## src/rtl/decoder_pkg.sv

```systemverilog
// Shared types and constants for the 2-to-4 streaming decoder.
// Holds the buffer state encoding and the decode helper used by the top.
package decoder_pkg;

  localparam int NUM_LINES = 4;
  localparam int PAYLOAD_W = NUM_LINES + 1;

  typedef enum logic [1:0] {
    EMPTY = 2'd0,
    ONE   = 2'd1,
    FULL  = 2'd2
  } state_e;

  // Payload layout is {none, onehot}; a disabled word carries no active line.
  function automatic logic [PAYLOAD_W-1:0] decode_word(input logic en, input logic [1:0] code);
    logic [NUM_LINES-1:0] oh;
    oh = en ? (NUM_LINES'(1) << code) : '0;
    return {~en, oh};
  endfunction

endpackage

```

## src/rtl/decoder_2to4_stream_if.sv

```systemverilog
// Valid/ready stream bundle for the decoder: code words in, one-hot words out.
// The slave modport is the decoder's view; master is the surrounding logic.
interface decoder_2to4_stream_if;

  logic       in_valid;
  logic       in_ready;
  logic [1:0] in_code;
  logic       in_en;
  logic       out_valid;
  logic       out_ready;
  logic [3:0] out_onehot;
  logic       out_none;

  modport slave (
    input  in_valid, in_code, in_en, out_ready,
    output in_ready, out_valid, out_onehot, out_none
  );

  modport master (
    output in_valid, in_code, in_en, out_ready,
    input  in_ready, out_valid, out_onehot, out_none
  );

endinterface

```

## src/rtl/decoder_2to4_stream_skid.sv

```systemverilog
// Two-entry in-order buffer (output register plus skid register).
// in_ready depends only on the state register, never on out_ready.
module dec_skid
  import decoder_pkg::*;
#(
  parameter int W = 5
) (
  input  logic         clk,
  input  logic         rst_n,
  input  logic         in_valid,
  output logic         in_ready,
  input  logic [W-1:0] in_data,
  output logic         out_valid,
  input  logic         out_ready,
  output logic [W-1:0] out_data
);

  state_e         state_q, state_d;
  logic [W-1:0]   out_q, out_d;
  logic [W-1:0]   skid_q, skid_d;
  logic           accept, pop;

  assign in_ready  = (state_q != FULL);
  assign out_valid = (state_q != EMPTY);
  assign out_data  = out_q;
  assign accept    = in_valid && in_ready;
  assign pop       = out_valid && out_ready;

  always_ff @(posedge clk) begin
    if (!rst_n) begin
      state_q <= EMPTY;
      out_q   <= '0;
      skid_q  <= '0;
    end else begin
      state_q <= state_d;
      out_q   <= out_d;
      skid_q  <= skid_d;
    end
  end

  always_comb begin
    state_d = state_q;
    out_d   = out_q;
    skid_d  = skid_q;
    unique case (state_q)
      EMPTY: begin
        if (accept) begin
          state_d = ONE;
          out_d   = in_data;
        end
      end
      ONE: begin
        if (accept && !pop) begin
          state_d = FULL;
          skid_d  = in_data;
        end else if (!accept && pop) begin
          state_d = EMPTY;
        end else if (accept && pop) begin
          out_d = in_data;
        end
      end
      FULL: begin
        // The older word sits in out_q, so the skid word moves up on a pop.
        if (pop) begin
          state_d = ONE;
          out_d   = skid_q;
        end
      end
      default: state_d = EMPTY;
    endcase
  end

endmodule

```

## src/rtl/decoder_2to4_stream.sv

```systemverilog
// Streaming 2-to-4 line decoder with per-line saturating hit counters.
// Decode happens before buffering so the skid entries hold finished words.
module decoder_2to4_stream
  import decoder_pkg::*;
#(
  parameter int CNT_W = 8
) (
  input  logic                         clk,
  input  logic                         rst_n,
  decoder_2to4_stream_if.slave         bus,
  input  logic                         clr_cnt,
  output logic [NUM_LINES*CNT_W-1:0]   hit_cnt
);

  logic [PAYLOAD_W-1:0] in_word;
  logic [PAYLOAD_W-1:0] out_word;
  logic                 accept;
  logic [CNT_W-1:0]     cnt_q [NUM_LINES];
  logic [CNT_W-1:0]     cnt_d [NUM_LINES];

  assign in_word = decode_word(bus.in_en, bus.in_code);
  assign accept  = bus.in_valid && bus.in_ready;
  assign {bus.out_none, bus.out_onehot} = out_word;

  dec_skid #(
    .W (PAYLOAD_W)
  ) u_skid (
    .clk       (clk),
    .rst_n     (rst_n),
    .in_valid  (bus.in_valid),
    .in_ready  (bus.in_ready),
    .in_data   (in_word),
    .out_valid (bus.out_valid),
    .out_ready (bus.out_ready),
    .out_data  (out_word)
  );

  // Clear wins over a same-cycle hit; a full counter stays at its maximum.
  always_comb begin
    for (int k = 0; k < NUM_LINES; k++) begin
      cnt_d[k] = cnt_q[k];
    end
    if (clr_cnt) begin
      for (int k = 0; k < NUM_LINES; k++) begin
        cnt_d[k] = '0;
      end
    end else if (accept && bus.in_en && (cnt_q[bus.in_code] != '1)) begin
      cnt_d[bus.in_code] = cnt_q[bus.in_code] + CNT_W'(1);
    end
  end

  always_ff @(posedge clk) begin
    if (!rst_n) begin
      for (int k = 0; k < NUM_LINES; k++) begin
        cnt_q[k] <= '0;
      end
    end else begin
      for (int k = 0; k < NUM_LINES; k++) begin
        cnt_q[k] <= cnt_d[k];
      end
    end
  end

  for (genvar g = 0; g < NUM_LINES; g++) begin : g_pack
    assign hit_cnt[g*CNT_W +: CNT_W] = cnt_q[g];
  end

endmodule

```

## src/flat_wrapper.sv

```systemverilog
// flat-port wrapper written by rule: the top's interface ports become plain ports
module decoder_2to4_stream_flat import decoder_pkg::*;
#(
  parameter int CNT_W = 8
)
  (clk, rst_n, clr_cnt, hit_cnt, bus_in_valid, bus_in_code, bus_in_en, bus_out_ready, bus_in_ready, bus_out_valid, bus_out_onehot, bus_out_none);
  decoder_2to4_stream_if bus_i ();
  input  logic clk;
  input  logic rst_n;
  input  logic clr_cnt;
  output logic [NUM_LINES*CNT_W-1:0] hit_cnt;
  input wire logic [$bits(bus_i.in_valid)-1:0] bus_in_valid;
  input wire logic [$bits(bus_i.in_code)-1:0] bus_in_code;
  input wire logic [$bits(bus_i.in_en)-1:0] bus_in_en;
  input wire logic [$bits(bus_i.out_ready)-1:0] bus_out_ready;
  output wire logic [$bits(bus_i.in_ready)-1:0] bus_in_ready;
  output wire logic [$bits(bus_i.out_valid)-1:0] bus_out_valid;
  output wire logic [$bits(bus_i.out_onehot)-1:0] bus_out_onehot;
  output wire logic [$bits(bus_i.out_none)-1:0] bus_out_none;
  assign bus_i.in_valid = bus_in_valid;
  assign bus_i.in_code = bus_in_code;
  assign bus_i.in_en = bus_in_en;
  assign bus_i.out_ready = bus_out_ready;
  assign bus_in_ready = bus_i.in_ready;
  assign bus_out_valid = bus_i.out_valid;
  assign bus_out_onehot = bus_i.out_onehot;
  assign bus_out_none = bus_i.out_none;
  decoder_2to4_stream #(.CNT_W(CNT_W)) u_core (.clk(clk), .rst_n(rst_n), .bus(bus_i), .clr_cnt(clr_cnt), .hit_cnt(hit_cnt));
endmodule
```

## config.mk

```make
export PLATFORM = sky130hd
export DESIGN_NAME = decoder_2to4_stream_flat
export DESIGN_NICKNAME = d
export VERILOG_FILES = /design/src/rtl/decoder_pkg.sv /design/src/rtl/decoder_2to4_stream_if.sv /design/src/rtl/decoder_2to4_stream_skid.sv /design/src/rtl/decoder_2to4_stream.sv /design/src/flat_wrapper.sv
export SDC_FILE = /design/constraint.sdc
export NUM_CORES = 1
export LEC_CHECK = 0
export BUFFER_PORTS_ARGS = -buffer_cell sky130_fd_sc_hd__buf_4
export CAP_MARGIN = 20
export CORE_MARGIN = 4
export CORE_UTILIZATION = 55
export CTS_CLUSTER_DIAMETER = 60
export DETAILED_ROUTE_END_ITERATION = 10
export PLACE_DENSITY_LB_ADDON = 0.25
export SLEW_MARGIN = 40
export SYNTH_ARGS = -nofsm -noshare
export SYNTH_HDL_FRONTEND = slang
export SYNTH_SLANG_ARGS = --single-unit
```

## constraint.sdc

```tcl
create_clock -name clk -period 6.9 [get_ports clk]
set_clock_uncertainty 0.2 [all_clocks]
set_input_delay 0 -clock clk [delete_from_list [all_inputs] [get_ports clk]]
set_output_delay 0 -clock clk [all_outputs]
set_load 0.01 [all_outputs]
```

## Word level (Yosys, flattened, before mapping)

Memory sizes are Yosys's and may differ from the RTL's.
Index checks and enable logic that the tools add are counted.

- $add $sub $neg: 1
- Magnitude comparators: 2
- Equality and inequality tests: 10
- Shifts and indexed selects: 1
- Muxes and demuxes: 23
- Bitwise operators: 6
- Reduce and logical (&&, ||, !) cells: 16

Operators with widths:

| cell | count |
|---|---|
| $mux 32 | 2 |
| $mux 8 | 5 |
| $bwmux 32 | 1 |
| $mux 5 | 5 |
| $demux 8 s2 | 1 |
| $pmux 5 s3 | 1 |
| $ne 2x2->1 const B | 5 |
| $add 8x1->8 const B | 1 |
| $logic_and 1x1->1 | 8 |
| $mux 2 | 4 |
| $ne 8x8->1 const B | 1 |
| $pmux 2 s3 | 1 |
| $reduce_and 6->1 | 1 |
| $mux 4 | 1 |
| $or 1x1->1 | 4 |
| $shl 1x2->4 const A | 1 |
| $ge 3x3->1 const B | 1 |
| $lt 3x1->1 const B | 1 |
| $ne 3x3->1 const B | 1 |
| $not 2->3 | 1 |
| $reduce_and 3->1 | 1 |
| $reduce_bool 3->1 | 1 |
| $eq 2x1->1 const B | 1 |
| $eq 2x2->1 const B | 1 |
| other kinds (7) | 9 |

- Bits in registers: 12
- RAM bits: 32
- Input bits: 8
- Memories kept: 1

Memory list:

| memory | words | bits a word | read ports | clocked after Yosys merged registers in | write ports | line | text |
|---|---|---|---|---|---|---|---|
| u_core.cnt_q | 4 | 8 | 5 | 0 | 4 | decoder_2to4_stream.sv:18 | `logic [CNT_W-1:0] cnt_q [NUM_LINES];` |

## Logic depth before layout (Yosys ltp)

Gate-level depths: netlist (run 1).

- Depth after elaboration: 9
- Depth in mapped cells: 11
- Mapped depth without buffers: 10

## Cells and area by module

Synthesis (run 1) repeated with hierarchy kept, for this count alone.

- Cell total of the unflattened synthesis: 208
- Area, all modules: 2189.6 um2

Modules (own cells, without submodules):

| module | times used | cells each | area each (um2) | seq. area each (um2) |
|---|---|---|---|---|
| decoder_2to4_stream | 1 | 148 | 1581.5 | 640.6 |
| dec_skid | 1 | 60 | 608.1 | 240.2 |

## Worst setup path before layout (run 1)

OpenSTA, ideal clock, no wires.

- Kind: reg-to-reg
- From: memory u_core.cnt_q[3][0]
- To: memory u_core.cnt_q[3][4]
- Library setup time: 79 ps
- Arrival time: 2146 ps
- Required time: 6621 ps
- Setup slack: 4475 ps
- Cell stages (with the launch flop): 8
- Buffers on the path: 1
- Clock period less this slack: 2425 ps
- Path through: dfxtp_1 -> mux4_2 -> ha_1 -> and3_2 -> a211oi_4 -> buf_6 -> nor2_1 -> a211oi_2

RTL lines:

| element | line |
|---|---|
| from (decl) | decoder_2to4_stream.sv:18 |

## Worst setup path in the final report (run 1)

- From: register u_core.u_skid.state_q[1]
- To: register u_core.u_skid.skid_q[4]

- Word-level cells in the longest chain between the ends: 5

Ends and longest elaborated chain:

| element | line | text |
|---|---|---|
| from (decl) | decoder_2to4_stream_skid.sv:18 | `state_e state_q, state_d;` |
| from (signal assigned) | decoder_2to4_stream_skid.sv:35 | `state_q <= state_d;` |
| $reduce_bool 2->1 | decoder_2to4_stream_skid.sv:24 | `assign out_valid = (state_q != EMPTY);` |
| $logic_and 1x1->1 | decoder_2to4_stream_skid.sv:27 | `assign pop = out_valid && out_ready;` |
| $logic_not 1->1 | decoder_2to4_stream_skid.sv:53 | `if (accept && !pop) begin` |
| $logic_and 1x1->1 | decoder_2to4_stream_skid.sv:53 |  |
| $reduce_and 2->1 (no line) (*) | - |  |
| to (signal assigned) | decoder_2to4_stream_skid.sv:37 | `skid_q <= skid_d;` |
| to (decl) | decoder_2to4_stream_skid.sv:20 | `logic [W-1:0] skid_q, skid_d;` |

Mark *: on every way between the ends. The rest lies on a longest branch, timed or not.
A chain may end at the register's enable or synchronous reset.

==> out/metrics.yaml, run 1 <==
global_routing:
  grt_max_degree: 33
  grt_usage_pct: 20.34
  grt_pass1_vias: 1682
  antenna_found_initial: 0
  grt_overflow_total: 0
  grt_pass1_wl_um: 8217
setup_path:
  crit_path_top_delay_cell: "dlygate4sd3_1"
  cp.required_ps: 6880
  crit_arrival_ps: 2790
  timing.rr.start: "u_core.u_skid.state_q[1]$_SDFFE_PN0P_"
  worst-path-stages: 9
  r2r_slack_ps: 4090
  critPathKind: "flip-flop to flip-flop"
  endpoint_kind: "flip-flop"
  startpoint: "u_core.u_skid.state_q[1]$_SDFFE_PN0P_"
  cp-endpoint: "u_core.u_skid.skid_q[4]$_SDFFE_PN0P_"
  r2r_end: "u_core.u_skid.skid_q[4]$_SDFFE_PN0P_"
  cp_top_family: "simple AND/OR/NAND/NOR gates"
  crit_path_start_kind: "flip-flop"
  crit_chain: "nor2b_1 > inv_2 > nand2_1 > inv_1 > ha_1 > nand2_1 > nor2_1 > o211a_1 > dlygate4sd3_1"
  ff2ff_path_depth: 9
  crit_path_max_fanout: 11
  cpPeakStageDelay_ps: 540
  crit_top_cell: "nand2_1"
  path_buf_inv: 3
floorplan:
  rows: 22
  ios: 47
  core_area_sq_um: 3689
  die_h_um: 69.86
  initial_core_util_pct: 57.06
  dieArea_sq_um: 4880
  die_w_um: 69.86
cts:
  numCtsBuffers: 5
  clk_pin_slew_ps: 80
  cts_tree: "done"
  ctsResizeCount: 0
  clk_path_buf_depth: 2
  insertion_delay_ps: 290
  htreeDepth: 2
  cts_root_buf: "clkbuf_8"
  cts.sinks: 44
power:
  p_sw_uw: 114.1
  finalPower_uw: 465.6
  seq_power_share_pct: 56.4
  comb_power_share_pct: 11.4
  p_leak_nw: 1.024
  powerDensity_nw_per_um2: 180.7
  p_sw_share_pct: 24.50
  vdd_drop_max_uv: 157.8
  intPower_uw: 351.5
  p_clk_share_pct: 32.2
detailed_routing:
  viasPerCell: 5.630
  drt_iter0_drc: 91
  drc: 0
  post_drt_wl_per_cell_um: 15.22
  wirelength_um: 4732
  via_count: 1751
  ant_nets: 0
  first_pass_iters: 4
yosys:
  avgSynthCellArea_sq_um: 9.698
  async_reset_ff_share_pct: 0
  syn-num-nets: 229
  yosys_warnings: 0
  syn_area_sq_um: 2105
  synth_top_cell_area_share_pct: 41.85
  ys.flop_type: "dfxtp_1"
  synth_cell_types: 38
  yosysMostFrequentCell: "dfxtp_1"
  synth_seq_area_share_pct: 41.85
  synth_commonest_cells: "dfxtp_1, nor2_1, a211oi_1, nand2_1, mux2i_1"
  yosys.area.top_type: "dfxtp_1"
  syn_inst: 217
  ys_ff_latch: 44
  synth_edf_count: 0
  synth_area_leaders: "dfxtp_1, a211oi_1, mux4_2"
layout:
  area_delta_synth_final_pct: 22.41
  drive_above_1_share_pct: 27.00
  seqCellArea_sq_um: 880.8
  final_area_sq_um: 2576
  antenna_cells: 0
  nFillCells: 315
  nets: 275
  multiInputGateArea_sq_um: 1144
  final_core_util_pct: 69.84
placed_design:
  port_buffers: 46
  place_area_sq_um: 2449
  gp_congestion: 0.8768
  place_ws_ps: 4173
  dp_hpwl_um: 3318
sta:
  post-route-min-period_ps: 2808
  slew_viol_final: 0
  rsz0062_at_grt: "false"
  worst_pin_slew_ps: 701.2
  finalWorstSetupSlack_ps: 4092
  finalHoldViolations: 0
  finalCritPeriodShare_pct: 40.70
  tns_ps: 0
  max_freq_mhz: 356.1
  slew_headroom_pct: 53.10
  finalSetupViolations: 0
run_status:
  status: "finished, final reports clean"
run:
  cap_violations: 0
min_path:
  min_path_type: "primary input to flip-flop"
## per-layer routing
| metal | global-route usage [%] | part of all wire (%) |
|---|---|---|
| met1 | 28.51 | 47 |
| met2 | 32.84 | 46 |
| met3 | 4.892 | 6.4 |
| met4 | 2.553 | 0.57 |
| met5 | 0 | 0 |
## repair_timing
| item | in CTS | in global routing |
|---|---|---|
| buffers inserted | 0 | 0 |
| hold buffers | 5 | 0 |
| setup endpoints to repair | 0 | 0 |
| endpoints found under the hold margin | 12 | 0 |
## final cells by class
class	instances	share of cell area (%)
well taps	48	2.331
inverters	3	0.4371
multi-input cells	157	44.39
clock inverters	1	0.1943
repair buffers	52	15.64
clock buffers	6	2.817
flip-flops and latches	44	34.19
## cells in the final DEF, fill, tap and decap left out
cell type / instances
a211o_1: 1
a211oi_1: 25
a211oi_2: 3
a211oi_4: 1
a21boi_1: 4
a21oi_1: 1
a21oi_4: 3
a31oi_1: 1
and2_1: 3
and3_1: 1
and3_2: 1
and3b_1: 2
and4_4: 1
buf_4: 47
clkbuf_1: 1
clkbuf_8: 5
clkinv_2: 1
dfxtp_1: 44
dlygate4sd3_1: 5
ha_1: 4
inv_1: 2
inv_2: 1
mux2i_1: 8
mux4_1: 1
mux4_2: 7
nand2_1: 23
nand2b_1: 1
nand3_1: 7
nand4_1: 1
nor2_1: 37
nor2b_1: 6
nor3b_1: 1
o211a_1: 1
o21a_1: 2
o21ai_0: 2
o22ai_1: 1
or2_1: 1
or2_2: 1
xnor2_1: 2
xor2_1: 4
## logic make-up after synthesis
group | count (synthesis) | share of synthesized area, %
multiplexers | 16 | 12.54
AO/OA/AOI/OAI | 45 | 18.31
adder cells (fa/ha/maj) | 4 | 2.378
flip-flops | 44 | 41.85
XOR/XNOR | 6 | 2.497
AND/OR/NAND/NOR | 86 | 18.61
buffers and inverters | 16 | 3.805
## state kept, by name, indices dropped and copies added, names as in the netlist
signal	count
u_core.u_skid.out_data	5
u_core.u_skid.skid_q	5
u_core.cnt_q	32
u_core.u_skid.state_q	2
## how the worst min path moves through the flow
stage,startpoint,to,slack (ps),cells past startpoint
floorplan,rst_n,u_core.u_skid.skid_q[2]$_SDFFE_PN0P_,-50,1
global placement,rst_n,u_core.u_skid.skid_q[3]$_SDFFE_PN0P_,120,2
detailed placement,rst_n,u_core.u_skid.skid_q[4]$_SDFFE_PN0P_,120,2
CTS,bus_in_code[0],u_core.u_skid.skid_q[0]$_SDFFE_PN0P_,5,4
global route,bus_in_code[0],u_core.u_skid.skid_q[0]$_SDFFE_PN0P_,50,4
finish,bus_in_code[0],u_core.u_skid.skid_q[0]$_SDFFE_PN0P_,7,4
## tightest hold or removal path, cell delays in order
cell	delay, ps
buf_4	200
nor3b_1	110
nand2_1	70
a21boi_1	50
## power by group through the flow
stage | Combinational, mW | Sequential (mW) | Clock (mW)
after global routing | 0.0589 | 0.263 | 0.164
after floorplan | 0.0334 | 0.269 | 0
after global placement | 0.0500 | 0.268 | 0
after CTS | 0.0531 | 0.262 | 0.154
after detailed placement | 0.0507 | 0.268 | 0
final | 0.0533 | 0.262 | 0.150
## through the flow
step           std cells  hold WS (ps)
2_1_floorplan        217        -46.87
3_3_place_gp         299         117.6
3_5_place_dp         299         124.3
4_1_cts              311         4.987
5_1_grt              311         47.13
6_report             311         7.072
Note: power is estimated with default switching activity, not from simulation.
==> inputs of run 2 (changes only) <==
--- a/config.mk
+++ b/config.mk
@@ -8,7 +8,7 @@
 export BUFFER_PORTS_ARGS = -buffer_cell sky130_fd_sc_hd__buf_4
 export CAP_MARGIN = 20
 export CORE_MARGIN = 4
-export CORE_UTILIZATION = 55
+export CORE_UTILIZATION = 53
 export CTS_CLUSTER_DIAMETER = 60
 export DETAILED_ROUTE_END_ITERATION = 10
 export PLACE_DENSITY_LB_ADDON = 0.25
==> constraint.sdc (replaced) <==
create_clock -name clk -period 2.6 [get_ports clk]
set_clock_uncertainty 0.2 [all_clocks]
set_input_delay 0 -clock clk [delete_from_list [all_inputs] [get_ports clk]]
set_output_delay 0 -clock clk [all_outputs]
set_load 0.01 [all_outputs]
==> run 2 against run 1 <==
Global-route usage up 0.20 points. Non-clock buffer count up 11. Via count up 2.3%. Hold slack better by 49 ps. Critical path depth down 2. Final cell count up 3.9%. Clock power rose to 3.8 times the previous value. Sequential power rose to 2.7 times the previous value. Maximum frequency up 14%. Flip-flop and latch count unchanged. Critical path type unchanged. Largest cell class unchanged. Largest power group unchanged.
==> out/metrics.yaml, run 2 (synthesized netlist as in run 1, its figures left out) <==
detailed_routing:
  post_drt_wl_per_cell_um: 15.49
  drt_iter0_drc: 157
  first_pass_iters: 4
  drc: 0
  viasPerCell: 5.548
  wirelength_um: 5004
  via_count: 1792
  ant_nets: 0
setup_path:
  cp_top_family: "multiplexers"
  cp.required_ps: 2600
  cpPeakStageDelay_ps: 500
  crit_path_top_delay_cell: "mux4_2"
  crit_arrival_ps: 2460
  crit_path_max_fanout: 12
  path_buf_inv: 1
  ff2ff_path_depth: 7
  worst-path-stages: 7
  crit_path_start_kind: "flip-flop"
  crit_chain: "mux4_2 > ha_1 > and3_2 > a211oi_4 > buf_4 > nor2_1 > a211oi_1"
  endpoint_kind: "flip-flop"
  critPathKind: "flip-flop to flip-flop"
floorplan:
  initial_core_util_pct: 56.22
  ios: 47
  rows: 22
  die_w_um: 71.02
  core_area_sq_um: 3744
  dieArea_sq_um: 5043
  die_h_um: 71.02
placed_design:
  place_area_sq_um: 2531
  dp_hpwl_um: 3576
  port_buffers: 46
  gp_congestion: 0.8045
cts:
  clk_pin_slew_ps: 90
  cts_root_buf: "clkbuf_8"
  cts.sinks: 44
  htreeDepth: 2
  numCtsBuffers: 5
  clk_path_buf_depth: 2
  insertion_delay_ps: 290
  cts_tree: "done"
global_routing:
  grt_pass1_vias: 1714
  antenna_found_initial: 0
  grt_pass1_wl_um: 8300
  grt_overflow_total: 0
  grt_usage_pct: 20.54
  grt_max_degree: 23
layout:
  final_area_sq_um: 2713
  nets: 286
  largest_reg_flops: 32
  area_delta_synth_final_pct: 28.89
  drive_above_1_share_pct: 31.27
  final_common_cell: "buf_4"
  antenna_cells: 0
  top_register: "u_core.cnt_q"
  final_cell_mix: "buf_4, dfxtp_1, nor2_1"
power:
  powerDensity_nw_per_um2: 521.0
  p_leak_nw: 1.103
  vdd_drop_max_uv: 328.2
sta:
  slew_headroom_pct: 67.07
  worst_pin_slew_ps: 494.0
  tns_ps: 0
  max_freq_mhz: 407.1
  finalCritPeriodShare_pct: 94.47
  rsz0062_at_grt: "false"
  finalSetupViolations: 0
  slew_viol_final: 0
  finalHoldViolations: 0
  post-route-min-period_ps: 2456
min_path:
  hold_depth: 4
  min_path_type: "primary input to flip-flop"
run:
  cap_violations: 0
run_status:
  status: "finished, final reports clean"
==> run 2: changes by cell type in the layout (fill, tap and decap cells not counted) <==
| cell | previous run | this run |
|---|---|---|
| buf_4 | 47 | 58 |
| bufinv_16 | 0 | 1 |
| clkbuf_1 | 1 | 0 |
| clkbuf_8 | 5 | 7 |
| clkinv_2 | 1 | 0 |
| nand2b_1 | 1 | 0 |
| nand2b_2 | 0 | 1 |
| nor2b_1 | 6 | 5 |
| nor2b_2 | 0 | 1 |
==> run 2: layout make-up <==
| class | count | area [sq um] |
|---|---|---|
| clock buffer | 7 | 96.34 |
| clock inverter | 1 | 30.03 |
| fill | 299 | 1031 |
| inverter | 3 | 11.26 |
| multi-input combinational | 157 | 1149 |
| sequential | 44 | 880.8 |
| tap | 48 | 60.06 |
| timing repair buffer | 63 | 485.5 |
==> run 2: final timing paths <==
path | from | to | slack, ps
max | u_core.cnt_q[3][0]$_SDFFE_PP0P_ | u_core.cnt_q[3][3]$_SDFFE_PP0P_ | 140
min | bus_in_code[0] | u_core.u_skid.skid_q[1]$_SDFFE_PN0P_ | 60
max reg2reg | u_core.cnt_q[3][0]$_SDFFE_PP0P_ | u_core.cnt_q[3][3]$_SDFFE_PP0P_ | 140
min reg2reg | u_core.u_skid.out_data[4]$_SDFFE_PN0P_ | u_core.u_skid.out_data[4]$_SDFFE_PN0P_ | 250
==> run 2: what timing repair did <==
| item | CTS | global route |
|---|---|---|
| setup endpoints to repair | 0 | 1 |
| setup buffers | 0 | 0 |
| endpoints found under the hold margin | 12 | 0 |
| hold buffers | 5 | 0 |
| gates resized for setup | 0 | 1 |
==> run 2: power by group <==
| part | total (mW) | internal (mW) | switching, mW |
|---|---|---|---|
| registers | 0.697 | 0.686 | 0.0104 |
| logic | 0.149 | 0.0690 | 0.0802 |
| clock network | 0.567 | 0.339 | 0.228 |
| total | 1.41 | 1.09 | 0.319 |
==> run 2: worst register-to-register path: cells and delay by family (launching register included) <==
| kind | cells | cell delay [ps] |
|---|---|---|
| fa+ha+maj | 1 | 270 |
| buf+inv | 1 | 220 |
| flops | 1 | 340 |
| simple gates | 2 | 320 |
| compound gates | 2 | 500 |
| mux | 1 | 500 |
==> run 2: layer usage <==
metal	global-route usage [%]	vias up	wire length, um
met3	4.688	5	304
met4	5.010	0	38
li1	-	884	-
met5	0	-	0
met1	28.46	845	2254
met2	32.54	58	2406
==> run 2: metrics by stage <==
step	util [%]	total power, mW	setup slack (ps)	std cells	hold WS (ps)
final	72.46	1.413	143.9	323	56.53
after global routing	72.46	1.469	62.80	323	77.58
after CTS	72.33	1.416	173.6	323	52.30
after detailed placement	67.61	0.8533	201.9	310	107.8
after global placement	67.61	0.8500	271.8	310	110.3
after floorplan	-	0.8027	174.8	217	-46.87
==> inputs of run 3 (changes only) <==
--- a/config.mk
+++ b/config.mk
@@ -8,10 +8,11 @@
 export BUFFER_PORTS_ARGS = -buffer_cell sky130_fd_sc_hd__buf_4
 export CAP_MARGIN = 20
 export CORE_MARGIN = 4
-export CORE_UTILIZATION = 53
+export CORE_UTILIZATION = 30
 export CTS_CLUSTER_DIAMETER = 60
 export DETAILED_ROUTE_END_ITERATION = 10
 export PLACE_DENSITY_LB_ADDON = 0.25
+export SETUP_SLACK_MARGIN = 0.3
 export SLEW_MARGIN = 40
 export SYNTH_ARGS = -nofsm -noshare
 export SYNTH_HDL_FRONTEND = slang
==> run 3 against run 2 <==
Global-route usage down 8.2 points. Largest cell class unchanged. Final cell count up 17%. Worst setup slack better by 200 ps. Critical endpoint is now u_core.cnt_q[3][2]$_SDFFE_PP0P_. Routed wire length up 11%. Power down 7.4%. First-iteration DRC count down 62%. Via count up 0.73%. Sequential power about the same.
==> out/metrics.yaml, run 3 (synthesized netlist as in run 1, its figures left out) <==
sta:
  post-route-min-period_ps: 2256
  finalWorstSetupSlack_ps: 343.5
  finalHoldViolations: 0
  finalCritPeriodShare_pct: 86.79
  slew_viol_final: 0
  rsz0062_at_grt: "false"
  worst_pin_slew_ps: 425.8
  tns_ps: 0
  slew_headroom_pct: 71.41
  finalSetupViolations: 0
  max_freq_mhz: 443.2
layout:
  final_cell_mix: "buf_4, dfxtp_1, nor2_1"
  nFillCells: 676
  largest_reg_flops: 32
  multiInputGateArea_sq_um: 1164
  drive_above_1_share_pct: 34.40
  area_delta_synth_final_pct: 36.33
  top_register: "u_core.cnt_q"
  antenna_cells: 0
  seqCellArea_sq_um: 884.6
  nets: 293
  final_core_util_pct: 42.23
  final_common_cell: "buf_4"
detailed_routing:
  wirelength_um: 5557
  drc: 0
  viasPerCell: 4.775
  first_pass_iters: 4
  post_drt_wl_per_cell_um: 14.70
  via_count: 1805
  ant_nets: 0
  drt_iter0_drc: 60
power:
  vdd_drop_max_uv: 228.9
  intPower_uw: 978.8
  comb_power_share_pct: 12.4
  finalPower_mw: 1.309
  p_sw_uw: 330.2
  powerDensity_nw_per_um2: 456.3
  p_clk_share_pct: 34.4
  seq_power_share_pct: 53.2
  p_leak_nw: 1.140
  p_sw_share_pct: 25.23
cts:
  numCtsBuffers: 5
  cts_root_buf: "clkbuf_8"
  clk_pin_slew_ps: 80
  cts.sinks: 44
  htreeDepth: 2
  insertion_delay_ps: 300
  clk_path_buf_depth: 2
  cts_tree: "done"
placed_design:
  dp_hpwl_um: 3713
  gp_congestion: 0.7616
  port_buffers: 46
  place_ws_ps: 279.5
floorplan:
  ios: 47
  die_h_um: 91.76
  initial_core_util_pct: 30.98
  rows: 30
  dieArea_sq_um: 8419
  die_w_um: 91.76
  core_area_sq_um: 6794
setup_path:
  crit_chain: "mux4_2 > ha_4 > and3_4 > a211oi_4 > buf_4 > clkbuf_16 > a211oi_1"
  crit_arrival_ps: 2220
  crit_path_top_delay_cell: "mux4_2"
  critPathKind: "flip-flop to flip-flop"
  crit_path_start_kind: "flip-flop"
  cp.required_ps: 2560
  crit_path_max_fanout: 7
  cpPeakStageDelay_ps: 530
  endpoint_kind: "flip-flop"
  r2r_slack_ps: 340
global_routing:
  grt_pass1_vias: 1641
  antenna_found_initial: 0
  grt_pass1_wl_um: 8259
  grt_usage_pct: 12.32
  grt_overflow_total: 0
  grt_max_degree: 33
run:
  cap_violations: 0
run_status:
  status: "finished, final reports clean"
min_path:
  min_path_type: "primary input to flip-flop"
## run 3: cell types whose count changed in the layout (fill, tap and decap cells not counted), moves of 2 or more
cell | before | now
buf_12 | 0 | 3
dfxtp_1 | 44 | 41
dfxtp_2 | 0 | 3
buf_4 | 58 | 60
clkinv_2 | 0 | 2
## run 3: worst max-delay path: cells and delay by family (launching register included)
family / cells / cell delay (ps)
muxes: 1 / 530
AOI/OAI and AO/OA: 2 / 370
DFF: 1 / 340
buffers and inverters: 2 / 320
adders and majority gates: 1 / 190
and+or+nand+nor: 1 / 170
## run 3: timing repair
action / in CTS / in global routing
buffers inserted: 1 / 12
hold buffers: 5 / 0
setup endpoints to repair: 18 / 36
pin swaps: 1 / 6
resized for setup: 0 / 6
cloned: 0 / 1
endpoints found under the hold margin: 12 / 0
## run 3: power groups by stage
| stage | Clock (mW) | Combinational [mW] | Sequential (mW) |
|---|---|---|---|
| 4_1_cts | 0.464 | 0.148 | 0.696 |
| 6_report | 0.450 | 0.162 | 0.697 |
| 3_3_place_gp | 0 | 0.140 | 0.712 |
| 2_1_floorplan | 0 | 0.0888 | 0.714 |
| 3_5_place_dp | 0 | 0.141 | 0.712 |
| 5_1_grt | 0.489 | 0.177 | 0.699 |
## run 3: per-layer routing
metal  share of wire, %  vias up  global-route usage, %
met5                  0        -                      0
met4                1.1        0                  4.084
met3                5.3        6                  3.117
met2                 47       59                  18.75
met1                 47      844                  17.02
li1                   -      896                      -
## run 3: path summary, 6_finish.rpt
kind | startpoint | endpoint | depth (start not counted)
min | bus_in_code[0] | u_core.u_skid.skid_q[1]$_SDFFE_PN0P_ | 4
max reg2reg | u_core.cnt_q[2][1]$_SDFFE_PP0P_ | u_core.cnt_q[3][2]$_SDFFE_PP0P_ | 7
min reg2reg | u_core.u_skid.out_data[4]$_SDFFE_PN0P_ | u_core.u_skid.out_data[4]$_SDFFE_PN0P_ | 2
max | u_core.cnt_q[2][1]$_SDFFE_PP0P_ | u_core.cnt_q[3][2]$_SDFFE_PP0P_ | 7
## run 3: final cells by class
type	instances	area share, %
multi-input combinational	157	40.56
tap	96	4.187
inverter	3	0.3925
clock inverter	2	0.3489
timing repair buffer	70	20.80
sequential	44	30.83
clock buffer	6	2.878
## run 3: stage by stage
step	instance area, sq um	std cells	hold slack (ps)
after detailed placement	2560	351	122.1
after global routing	2869	378	124.1
after CTS	2710	365	25.85
after floorplan	2113	217	-46.87
after global placement	2560	351	119.9
final	2869	378	62.98
